### src/rtl/proc_pkg.sv
// proc_pkg: shared widths, opcodes and instruction-memory FSM states for the 16-bit processor
package proc_pkg;
  localparam int DATA_W_DEF = 16;
  localparam int ADDR_W_DEF = 3;
  localparam logic [3:0] OP_NOP  = 4'h0;
  localparam logic [3:0] OP_ADDI = 4'h1;
  localparam logic [3:0] OP_ADD  = 4'h2;
  localparam logic [3:0] OP_OUT  = 4'hF;
  localparam logic [15:0] NOP_WORD = {OP_NOP, 12'h000};
  typedef enum logic {CLEAR, RUN} mem_state_e;
endpackage

### src/rtl/instr_ram_1r1w.sv
// instr_ram_1r1w: DEPTH x DATA_W storage, synchronous write, registered read
// Ports: clk_i, rst_ni (async, resets only the read register), we_i/waddr_i/wdata_i write port,
//        re_i/raddr_i read request, rdata_o registered read data (holds when re_i low)
module instr_ram_1r1w #(
  parameter int DATA_W = 16,
  parameter int ADDR_W = 3,
  parameter int DEPTH  = 8
) (
  input  logic              clk_i,
  input  logic              rst_ni,
  input  logic              we_i,
  input  logic [ADDR_W-1:0] waddr_i,
  input  logic [DATA_W-1:0] wdata_i,
  input  logic              re_i,
  input  logic [ADDR_W-1:0] raddr_i,
  output logic [DATA_W-1:0] rdata_o
);
  localparam logic [ADDR_W:0] LIMIT = (ADDR_W+1)'(DEPTH);
  logic [DATA_W-1:0] mem_q [DEPTH];
  logic [DATA_W-1:0] rdata_q, rdata_d;
  // unimplemented addresses read back as zero
  always_comb rdata_d = ({1'b0, raddr_i} < LIMIT) ? mem_q[raddr_i] : '0;
  always_ff @(posedge clk_i) begin
    if (we_i) mem_q[waddr_i] <= wdata_i;
  end
  always_ff @(posedge clk_i or negedge rst_ni) begin
    if (!rst_ni) rdata_q <= '0;
    else if (re_i) rdata_q <= rdata_d;
  end
  assign rdata_o = rdata_q;
endmodule

### src/rtl/instr_mem.sv
// instr_mem: instruction-memory responder; clears to NOP after reset, then serves fetches and loads
// Ports: clk, rst_n (async active-low); fetch_req/fetch_addr -> instr_valid/instruction one cycle later;
//        load_valid/load_ready/load_addr/load_data load handshake; busy during clear sweep;
//        load_err sticky flag for dropped out-of-range loads
module instr_mem
  import proc_pkg::*;
#(
  parameter int DATA_W = DATA_W_DEF,
  parameter int ADDR_W = ADDR_W_DEF,
  parameter int DEPTH  = 8
) (
  input  logic              clk,
  input  logic              rst_n,
  input  logic              fetch_req,
  input  logic [ADDR_W-1:0] fetch_addr,
  output logic              instr_valid,
  output logic [DATA_W-1:0] instruction,
  input  logic              load_valid,
  output logic              load_ready,
  input  logic [ADDR_W-1:0] load_addr,
  input  logic [DATA_W-1:0] load_data,
  output logic              busy,
  output logic              load_err
);
  localparam logic [ADDR_W:0] LAST  = (ADDR_W+1)'(DEPTH-1);
  localparam logic [ADDR_W:0] LIMIT = (ADDR_W+1)'(DEPTH);
  mem_state_e        state_q, state_d;
  logic [ADDR_W:0]   cnt_q, cnt_d;
  logic              valid_q, valid_d;
  logic              err_q, err_d;
  logic              clearing, load_fire, load_ok, ram_we, ram_re;
  logic [ADDR_W-1:0] ram_waddr;
  logic [DATA_W-1:0] ram_wdata;
  // fetch has priority over load; the sweep owns the write port while clearing
  always_comb begin
    clearing   = state_q == CLEAR;
    load_ready = ~clearing & ~fetch_req;
    load_fire  = load_valid & load_ready;
    load_ok    = {1'b0, load_addr} < LIMIT;
    ram_we     = clearing | (load_fire & load_ok);
    ram_waddr  = clearing ? cnt_q[ADDR_W-1:0] : load_addr;
    ram_wdata  = clearing ? DATA_W'(NOP_WORD) : load_data;
    ram_re     = ~clearing & fetch_req;
    valid_d    = ram_re;
    cnt_d      = clearing ? cnt_q + 1'b1 : cnt_q;
    state_d    = (clearing && cnt_q == LAST) ? RUN : state_q;
    err_d      = err_q | (load_fire & ~load_ok);
  end
  always_ff @(posedge clk or negedge rst_n) begin
    if (!rst_n) begin
      state_q <= CLEAR;
      cnt_q   <= '0;
      valid_q <= 1'b0;
      err_q   <= 1'b0;
    end else begin
      state_q <= state_d;
      cnt_q   <= cnt_d;
      valid_q <= valid_d;
      err_q   <= err_d;
    end
  end
  instr_ram_1r1w #(.DATA_W(DATA_W), .ADDR_W(ADDR_W), .DEPTH(DEPTH)) u_ram (
    .clk_i  (clk),
    .rst_ni (rst_n),
    .we_i   (ram_we),
    .waddr_i(ram_waddr),
    .wdata_i(ram_wdata),
    .re_i   (ram_re),
    .raddr_i(fetch_addr),
    .rdata_o(instruction)
  );
  assign instr_valid = valid_q;
  assign busy        = clearing;
  assign load_err    = err_q;
endmodule

### config.mk
export PLATFORM = sky130hd
export DESIGN_NAME = instr_mem
export DESIGN_NICKNAME = d
export VERILOG_FILES = /design/src/rtl/proc_pkg.sv /design/src/rtl/instr_ram_1r1w.sv /design/src/rtl/instr_mem.sv
export SDC_FILE = /design/constraint.sdc
export NUM_CORES = 1
export LEC_CHECK = 0
export ABC_AREA = 1
export CAP_MARGIN = 20
export CORE_MARGIN = 2
export CORE_UTILIZATION = 30
export DETAILED_ROUTE_END_ITERATION = 7
export HOLD_SLACK_MARGIN = 0.02
export MAX_ROUTING_LAYER = met4
export PLACE_DENSITY = 0.48
export SETUP_SLACK_MARGIN = 0.5
export SLEW_MARGIN = 0
export SYNTH_ARGS = -nofsm -noshare
export SYNTH_HDL_FRONTEND = slang
export SYNTH_HIERARCHICAL = 1
export SYNTH_SLANG_ARGS = --single-unit
### constraint.sdc
create_clock -name clk -period 3.56 [get_ports clk]
set_input_delay 0.534 -clock clk [delete_from_list [all_inputs] [get_ports clk]]
set_output_delay 0.534 -clock clk [all_outputs]
set_load 0.02 [all_outputs]
# Word-level counts from Yosys, hierarchy flattened
# Memory sizes are Yosys's and may differ from the RTL's. A register that Yosys moved wholly into a read port is not among the register bits.
# Index checks and enable logic that the tools add are counted.
word_totals:
  regBits: 6
  ramBits: 128
  in_bits: 26
  word_cells: 18
  memories: 1
memory_table:
  columns: ["memory", "words", "width", "read_ports", "rd_clocked_by_memory_dff", "wr", "line", "rtl"]
  rows:
  - ["u_ram.mem_q", 8, 16, 1, 1, 1, "instr_ram_1r1w.sv:19", "logic [DATA_W-1:0] mem_q [DEPTH];"]
op_classes:
  add_sub_neg: 1
  n_eq_ne: 1
  mux: 4
  bitwise: 6
  n_reduce_logical: 2
op_table:
  columns: ["cell", "n"]
  rows:
  - ["$mux W16", 1]
  - ["$add A4 B1 Y4 const B", 1]
  - ["$eq A4 B3 Y1 const B", 1]
  - ["$and A1 B1 Y1", 3]
  - ["$mux W3", 1]
  - ["$mux W1", 2]
  - ["$not A1 Y1", 2]
  - ["$logic_and A1 B1 Y1", 1]
  - ["$logic_not A1 Y1", 1]
  - ["$or A1 B1 Y1", 1]

# Logic depth before layout (Yosys ltp)
# Gate-level depths: netlist of run 1.
logic_depth:
  depth_word: 6
  depth_mapped: 9
  mapped_depth_nobuf: 7

# Cells and area by module
# The synthesis of run 1 kept the hierarchy.
by_module_without_submodules:
  columns: ["module", "n_inst", "cells_each", "area_each_um2", "seq_area_each_um2"]
  rows:
  - ["instr_ram_1r1w", 1, 575, 6045.8, 4244.1]
  - ["instr_mem", 1, 78, 490.5, 150.1]

# Worst setup path before layout of run 1
# Ideal clock, no wire load.
synth_timing:
  path_kind: "in2reg"
  start: "input port fetch_req"
  end: "memory u_ram.mem_q[1][0], enable pin"
  setup_time_ns: 0.388
  arrival_time_ns: 1.642
  required_time_ns: 3.172
  path_slack_ns: 1.529
  cell_stages: 5
  n_path_buf: 0
  cell_sequence: "nor2_4 > nand2_1 > nand2_1 > nand2_1 > nor2_1"
synth_via:
  elab_chain_cells: 6
synth_rtl:
  columns: ["element", "line", "rtl"]
  rows:
  - ["from (decl)", "instr_mem.sv:14", "input logic fetch_req,"]
  - ["$not A1 Y1", "instr_mem.sv:37", "load_ready = ~clearing & ~fetch_req;"]
  - ["$and A1 B1 Y1", "instr_mem.sv:37", null]
  - ["$and A1 B1 Y1", "instr_mem.sv:38", "load_fire = load_valid & load_ready;"]
  - ["$or A1 B1 Y1", "instr_mem.sv:40", "ram_we = clearing | (load_fire & load_ok);"]
  - ["named net ram_we", "instr_mem.sv:31", "logic clearing, load_fire, load_ok, ram_we, ram_re;"]
  - ["$mux W1", "instr_ram_1r1w.sv:24", "if (we_i) mem_q[waddr_i] <= wdata_i;"]
  - ["$mux W1 (implied by the code)", "instr_ram_1r1w.sv:24", null]
  - ["to (decl)", "instr_ram_1r1w.sv:19", null]
# The timed path passes the listed nets, and every way through them passes these cells.

# Worst setup path after layout of run 1
layout_timing:
  start: "register state_q"
  end: "output port load_ready"
layout_via:
  elab_chain_cells: 1
layout_rtl:
  columns: ["element", "line", "rtl"]
  rows:
  - ["from (decl)", "instr_mem.sv:27", "mem_state_e state_q, state_d;"]
  - ["from (signal assigned)", "instr_mem.sv:56", "state_q <= state_d;"]
  - ["$and A1 B1 Y1", "instr_mem.sv:37", null]
  - ["to (decl)", "instr_mem.sv:19", "output logic load_ready,"]
# Every way passes these cells.

==> flow_metrics.py, run 1 <==
metrics = {
    "yosys": {
        "post_synth_xor_area_fraction_pct": 0.134,
        "synth_compound_area_share_pct": 0.153,
        "syn_nets": 680,
        "simple_gate_area_share_of_the_yosys_netlist_pct": 21.8,
        "syn_inst": 653,
        "synth.ff_latch_count": 150,
        "netlist-cell-type-count": 19,
        "muxShareOfSynthArea_pct": 0,
        "adder_cell_fraction_of_synth_area_pct": 0.191,
        "synth.yosys.warnings": 6,
        "synth.yosys.seq_area_share_pct": 67.2,
        "syn_avg_cell_area_sq_um": 10.0,
        "synth.cell_area_sq_um": 6540,
        "synth_top_family_by_area": "simple AND/OR/NAND/NOR gates",
    },
    "timing": {
        "final_period_minus_worst_setup_slack_ps": 2430,
        "slew-limit-headroom_pct": 49.4,
        "final_number_of_hold_violating_endpoints": 0,
        "fin_crit_sh_pct": 68.3,
        "max_freq_mhz": 412,
        "worstMarginPinSlew_ps": 757,
        "grt_setup_unrepaired": "no",
        "tns_ps": 0,
        "drv_slew": 0,
        "setup_violations": 0,
        "final_skew_ps": 5.88,
    },
    "global_route": {
        "grt-ovfl-total": 0,
        "grt_first_pass_wirelength_um": 23700,
        "globalRouteTotalUtil_pct": 14.6,
        "grt_pass1_vias": 4326,
        "number_of_antenna_violations_at_the_first_check_in_global_routing": 0,
        "largest_net_degree_at_the_start_of_global_routing": 65,
    },
    "route": {
        "detail_route.drc_violations": 0,
        "total_wire_length_after_detailed_routing_um": 15100,
        "vias": 4300,
        "drt-wirelength-per-cell_um": 15.1,
        "drt.antenna.violating_nets": 0,
        "initial_drt_markers": 370,
        "drt_pre_antenna_iters": 4,
        "vias_cell": 4.31,
    },
    "clocking": {
        "clock-sinks": 150,
        "post_cts_hold_buffer_count": 0,
        "htree_num_levels": 4,
        "tritoncts": "done",
        "post-cts-setup-buffers": 0,
        "cts.reportedPaths.clkPinSlew_ps": 60,
        "clock-root-buffer": "sky130_fd_sc_hd__clkbuf_16",
        "cts_resized": 0,
        "buffer_levels_on_the_longest_clock_path": 2,
        "insertion_delay_ps": 420,
        "cts_inserted_buffers": 17,
    },
    "pwr": {
        "cellPowerDensity_nw_per_um2": 508,
        "leakage_nw": 3.49,
        "max-vdd-ir-drop_mv": 0.266,
        "total_power_mw": 3.98,
    },
    "die": {
        "pin_count": 46,
        "die_w_um": 152,
        "row_cnt": 54,
        "die_footprint_sq_um": 23000,
        "initial_core_util_pct": 30.2,
        "die_height_um": 152,
        "core-area_sq_um": 21600,
    },
    "min_path": {
        "path_class_of_the_lowest_slack_min_delay_path": "flip-flop to flip-flop",
        "timing.hold.worst.start": "cnt_q[3]",
    },
    "worst_setup_path": {
        "setup.worst_path.end_class": "primary output",
        "timing.critical_path.required_ps": 3030,
        "timing.critical_path.arrival_ps": 1900,
        "crit_path_max_fanout": 11,
        "reg2reg_from": "state_q",
        "worst-setup-path-type": "flip-flop to primary output",
        "setup.worst_path.start": "state_q",
        "crit_path_start_kind": "flip-flop",
    },
    "finish": {
        "stdcell_area_sq_um": 7840,
        "areaGrowthSynthToFinish_pct": 20.0,
        "layout_commonest_cell": "sky130_fd_sc_hd__nand2_1",
        "layout.nets": 732,
        "post_route_cells_drive_above_1_share_pct": 8.50,
        "n_antenna_cell": 0,
        "mostFrequentLayoutCells": "sky130_fd_sc_hd__nand2_1 (234), sky130_fd_sc_hd__edfxtp_1 (128), sky130_fd_sc_hd__inv_1 (118), sky130_fd_sc_hd__nand3_1 (97), sky130_fd_sc_hd__clkdlybuf4s50_1 (43)",
    },
    "placement": {
        "globalplace.congestion": 0.724,
        "place_area_sq_um": 7260,
        "dp_hpwl_um": 9100,
        "port_buffers": 44,
    },
    "run_status": {
        "outcome": "finished clean",
    },
    "flow_run": {
        "max_cap_viol_count": 0,
    },
}
cell usage after synthesis (all sizes together):
library cell  instances  area [sq um]
nand2               234           878
edfxtp              128          3840
inv                 126           478
nand3                98           495
buf                  30           203
dfrtp                22           551
nor2                 10          52.6
o21ai                 2          10.0
conb                  1          3.75
ha                    1          12.5
xnor2                 1          8.76
cell families after synthesis:
logic type	after synthesis
compound gates	2
buf+inv	156
fa+ha+maj	1
other cells	1
xor+xnor	1
simple gates	342
flops	150
flip-flops by register name, indices dropped and copies added (netlist names):
| name | count |
|---|---|
| cnt_q | 4 |
| state_q | 1 |
| u_ram/mem_q | 128 |
| u_ram/rdata_o | 16 |
| instr_valid | 1 |
stage by stage:
step	hold WS (ps)	cells	util, %	setup WS, ps
6_report	476	998	36.3	1130
5_1_grt	512	998	36.3	1030
4_1_cts	477	998	36.3	1070
3_5_place_dp	469	966	33.6	1280
3_3_place_gp	459	966	33.6	1290
2_1_floorplan	238	653	-	1530
final cells by class:
cell class | count | area [sq um]
Fill cell | 2171 | 13800
Timing Repair Buffer | 63 | 578
Inverter | 126 | 478
Sequential cell | 150 | 4390
Clock inverter | 15 | 154
Clock buffer | 17 | 425
Tap cell | 280 | 350
Multi-Input combinational cell | 347 | 1460
critical path, cell delays in order (launching register included):
cell                              delay, ps
sky130_fd_sc_hd__dfrtp_1                670
sky130_fd_sc_hd__inv_6                   90
sky130_fd_sc_hd__nor2_4                 110
sky130_fd_sc_hd__clkdlybuf4s50_1        610
routing by layer:
metal,track usage [%],wire length [um]
met5,-,0
met4,6.39,282
met3,2.60,663
met2,25.2,7760
met1,16.6,6360
power breakdown:
| part | internal [mW] | leakage [nW] | switching (mW) |
|---|---|---|---|
| clock network | 1.03 | 0.279 | 0.693 |
| logic | 0.111 | 1.79 | 0.185 |
| registers | 1.94 | 1.42 | 0.0202 |
| total | 3.08 | 3.49 | 0.898 |
final timing paths:
path,to,slack [ps],depth (start not counted)
worst max-delay path,load_ready,1130,3
worst min-delay path,state_q,480,1
worst max register to register,u_ram/mem_q[3][9],1350,6
worst min register to register,state_q,480,1
max in group asynchronous,u_ram/rdata_o[0],2790,2
min in group asynchronous,state_q,510,2
(Power assumes the default switching activity.)
==> run 2, diff against run 1 <==
--- a/config.mk
+++ b/config.mk
@@ -12,7 +12,7 @@
 export DETAILED_ROUTE_END_ITERATION = 7
 export HOLD_SLACK_MARGIN = 0.02
 export MAX_ROUTING_LAYER = met4
-export PLACE_DENSITY = 0.48
+export PLACE_DENSITY = 0.5
 export SETUP_SLACK_MARGIN = 0.5
 export SLEW_MARGIN = 0
 export SYNTH_ARGS = -nofsm -noshare
==> constraint.sdc (replaced) <==
create_clock -name clk -period 2.2 [get_ports clk]
set_input_delay 0.33 -clock clk [delete_from_list [all_inputs] [get_ports clk]]
set_output_delay 0.33 -clock clk [all_outputs]
set_load 0.02 [all_outputs]
==> run 2 against run 1 <==
Against the previous run: die area unchanged; via count down 1.0%; sequential share of layout area down 0.73 points; wire length down 1.0%; sequential power up 61%; critical endpoint is now busy; largest cell class unchanged.
==> flow_metrics.py, run 2 (same netlist as run 1, synthesis figures left out) <==
metrics = {
    "run_status": {
        "outcome": "finished clean",
    },
    "timing": {
        "worst_slack_ps": 570,
        "slew-limit-headroom_pct": 54.4,
        "drv_slew": 0,
        "final_period_minus_worst_setup_slack_ps": 1630,
        "setup_violations": 0,
        "final_skew_ps": 7.89,
        "grt_setup_unrepaired": "no",
        "fin_crit_sh_pct": 74.1,
        "timing.hold.ws_ps": 301,
        "worstMarginPinSlew_ps": 683,
        "tns_ps": 0,
        "max_freq_mhz": 613,
        "final_number_of_hold_violating_endpoints": 0,
    },
    "pwr": {
        "max-vdd-ir-drop_mv": 0.438,
        "p_int_mw": 4.99,
        "leakage_nw": 3.56,
        "power.combinational.fraction_pct": 7.5,
        "cellPowerDensity_nw_per_um2": 813,
        "power_switching_share_pct": 22.7,
        "total_switching_power_mw": 1.47,
        "share_seq_of_total_power_pct": 48.9,
        "share_clk_of_total_power_pct": 43.6,
        "total_power_mw": 6.46,
    },
    "worst_setup_path": {
        "cpMaxStageDelayCell": "sky130_fd_sc_hd__dfrtp_2",
        "timing.critical_path.arrival_ps": 1300,
        "worst_r2r_path_depth": 7,
        "timing.critical_path.max_delay_family": "flip-flops",
        "cp_num_buf_inv": 2,
        "timing.critical_path.depth": 2,
        "crit_path_max_fanout": 8,
        "timing.critical_path.required_ps": 1870,
        "timing.critical_path.cells": "inv_6 -> clkdlybuf4s15_1",
        "setup.worst_path.end_class": "primary output",
        "critical_path.max_stage_delay_ps": 470,
        "crit_path_start_kind": "flip-flop",
        "worst-setup-path-type": "flip-flop to primary output",
    },
    "route": {
        "initial_drt_markers": 334,
        "vias_cell": 4.25,
        "detail_route.drc_violations": 0,
        "drt.antenna.violating_nets": 0,
        "drt-wirelength-per-cell_um": 14.9,
        "vias": 4257,
        "drt_pre_antenna_iters": 5,
        "total_wire_length_after_detailed_routing_um": 14900,
    },
    "global_route": {
        "grt-ovfl-total": 0,
        "largest_net_degree_at_the_start_of_global_routing": 65,
        "globalRouteTotalUtil_pct": 14.4,
        "grt_pass1_vias": 4187,
        "number_of_antenna_violations_at_the_first_check_in_global_routing": 0,
        "grt_first_pass_wirelength_um": 23600,
    },
    "finish": {
        "stdcell_area_sq_um": 7950,
        "layout_commonest_cell": "sky130_fd_sc_hd__nand2_1",
        "instances_no_fill": 1001,
        "layout.nets": 735,
        "post_route_cells_drive_above_1_share_pct": 10.7,
        "largest_register_ff_count": 128,
        "n_antenna_cell": 0,
        "finish.utilization_pct": 36.8,
        "top_register": "u_ram/mem_q",
        "areaGrowthSynthToFinish_pct": 21.6,
        "mostFrequentLayoutCells": "sky130_fd_sc_hd__nand2_1 (234), sky130_fd_sc_hd__edfxtp_1 (128), sky130_fd_sc_hd__inv_1 (117), sky130_fd_sc_hd__nand3_1 (97), sky130_fd_sc_hd__clkdlybuf4s50_1 (24)",
    },
    "placement": {
        "placedCellCount": 968,
        "dp_hpwl_um": 9100,
        "port_buffers": 44,
        "globalplace.congestion": 0.758,
        "pre_cts_slack_ps": 266,
        "place_area_sq_um": 7360,
    },
    "clocking": {
        "cts.reportedPaths.clkPinSlew_ps": 60,
        "clock-sinks": 150,
        "tritoncts": "done",
        "buffer_levels_on_the_longest_clock_path": 2,
        "htree_num_levels": 4,
        "insertion_delay_ps": 420,
        "clock-root-buffer": "sky130_fd_sc_hd__clkbuf_16",
        "cts_inserted_buffers": 17,
    },
    "die": {
        "die_height_um": 152,
        "initial_core_util_pct": 30.2,
        "pin_count": 46,
        "row_cnt": 54,
        "die_footprint_sq_um": 23000,
        "die_w_um": 152,
        "core-area_sq_um": 21600,
    },
    "min_path": {
        "path_class_of_the_lowest_slack_min_delay_path": "primary input to async pin",
    },
    "flow_run": {
        "max_cap_viol_count": 0,
    },
}
-- run 2: cell types whose count changed in the layout (fill, tap and decap cells not counted), sizes merged --
cell,change
buf,+3
clkbuf,+2
clkdlybuf4s15,+1
clkdlybuf4s50,-19
clkinv,+1
clkinvlp,+2
dlygate4sd2,+16
dlymetal6s2s,+1
inv,-4
-- run 2: final timing paths --
check	start	slack (ps)	endpoint
worst max-delay path	state_q	570	busy
worst min-delay path	rst_n	300	u_ram/rdata_o[14]
worst max register to register	state_q	640	u_ram/mem_q[5][9]
worst min register to register	u_ram/rdata_o[4]	470	u_ram/rdata_o[4]
max in group asynchronous	rst_n	1600	state_q
min in group clk	u_ram/rdata_o[4]	470	u_ram/rdata_o[4]
-- run 2: final cells by class --
type / count / area [sq um]
fill: 2202 / 13700
sequential: 150 / 4400
multi-input combinational: 347 / 1480
timing repair buffer: 66 / 664
inverter: 126 / 482
clock buffer: 18 / 439
tap: 280 / 350
clock inverter: 14 / 135
-- run 2: power groups by stage --
stage | Clock, mW | Sequential [mW] | Combinational [mW]
detailed placement | 0 | 3.22 | 0.515
floorplan | 0 | 3.26 | 0.237
global placement | 0 | 3.22 | 0.511
CTS | 2.89 | 3.16 | 0.492
finish | 2.82 | 3.16 | 0.484
global route | 2.99 | 3.16 | 0.546
-- run 2: per-layer routing --
layer | GRT usage [%] | routed length [um]
met5 | - | 0
met3 | 2.90 | 523
met2 | 22.3 | 7040
met4 | 5.14 | 282
met1 | 18.9 | 7060
-- run 2: what timing repair did --
action,in CTS,in global routing
hold buffers,0,0
setup endpoints to repair,34,115
pin swaps,0,0
buffers inserted,0,1
resized for setup,20,8
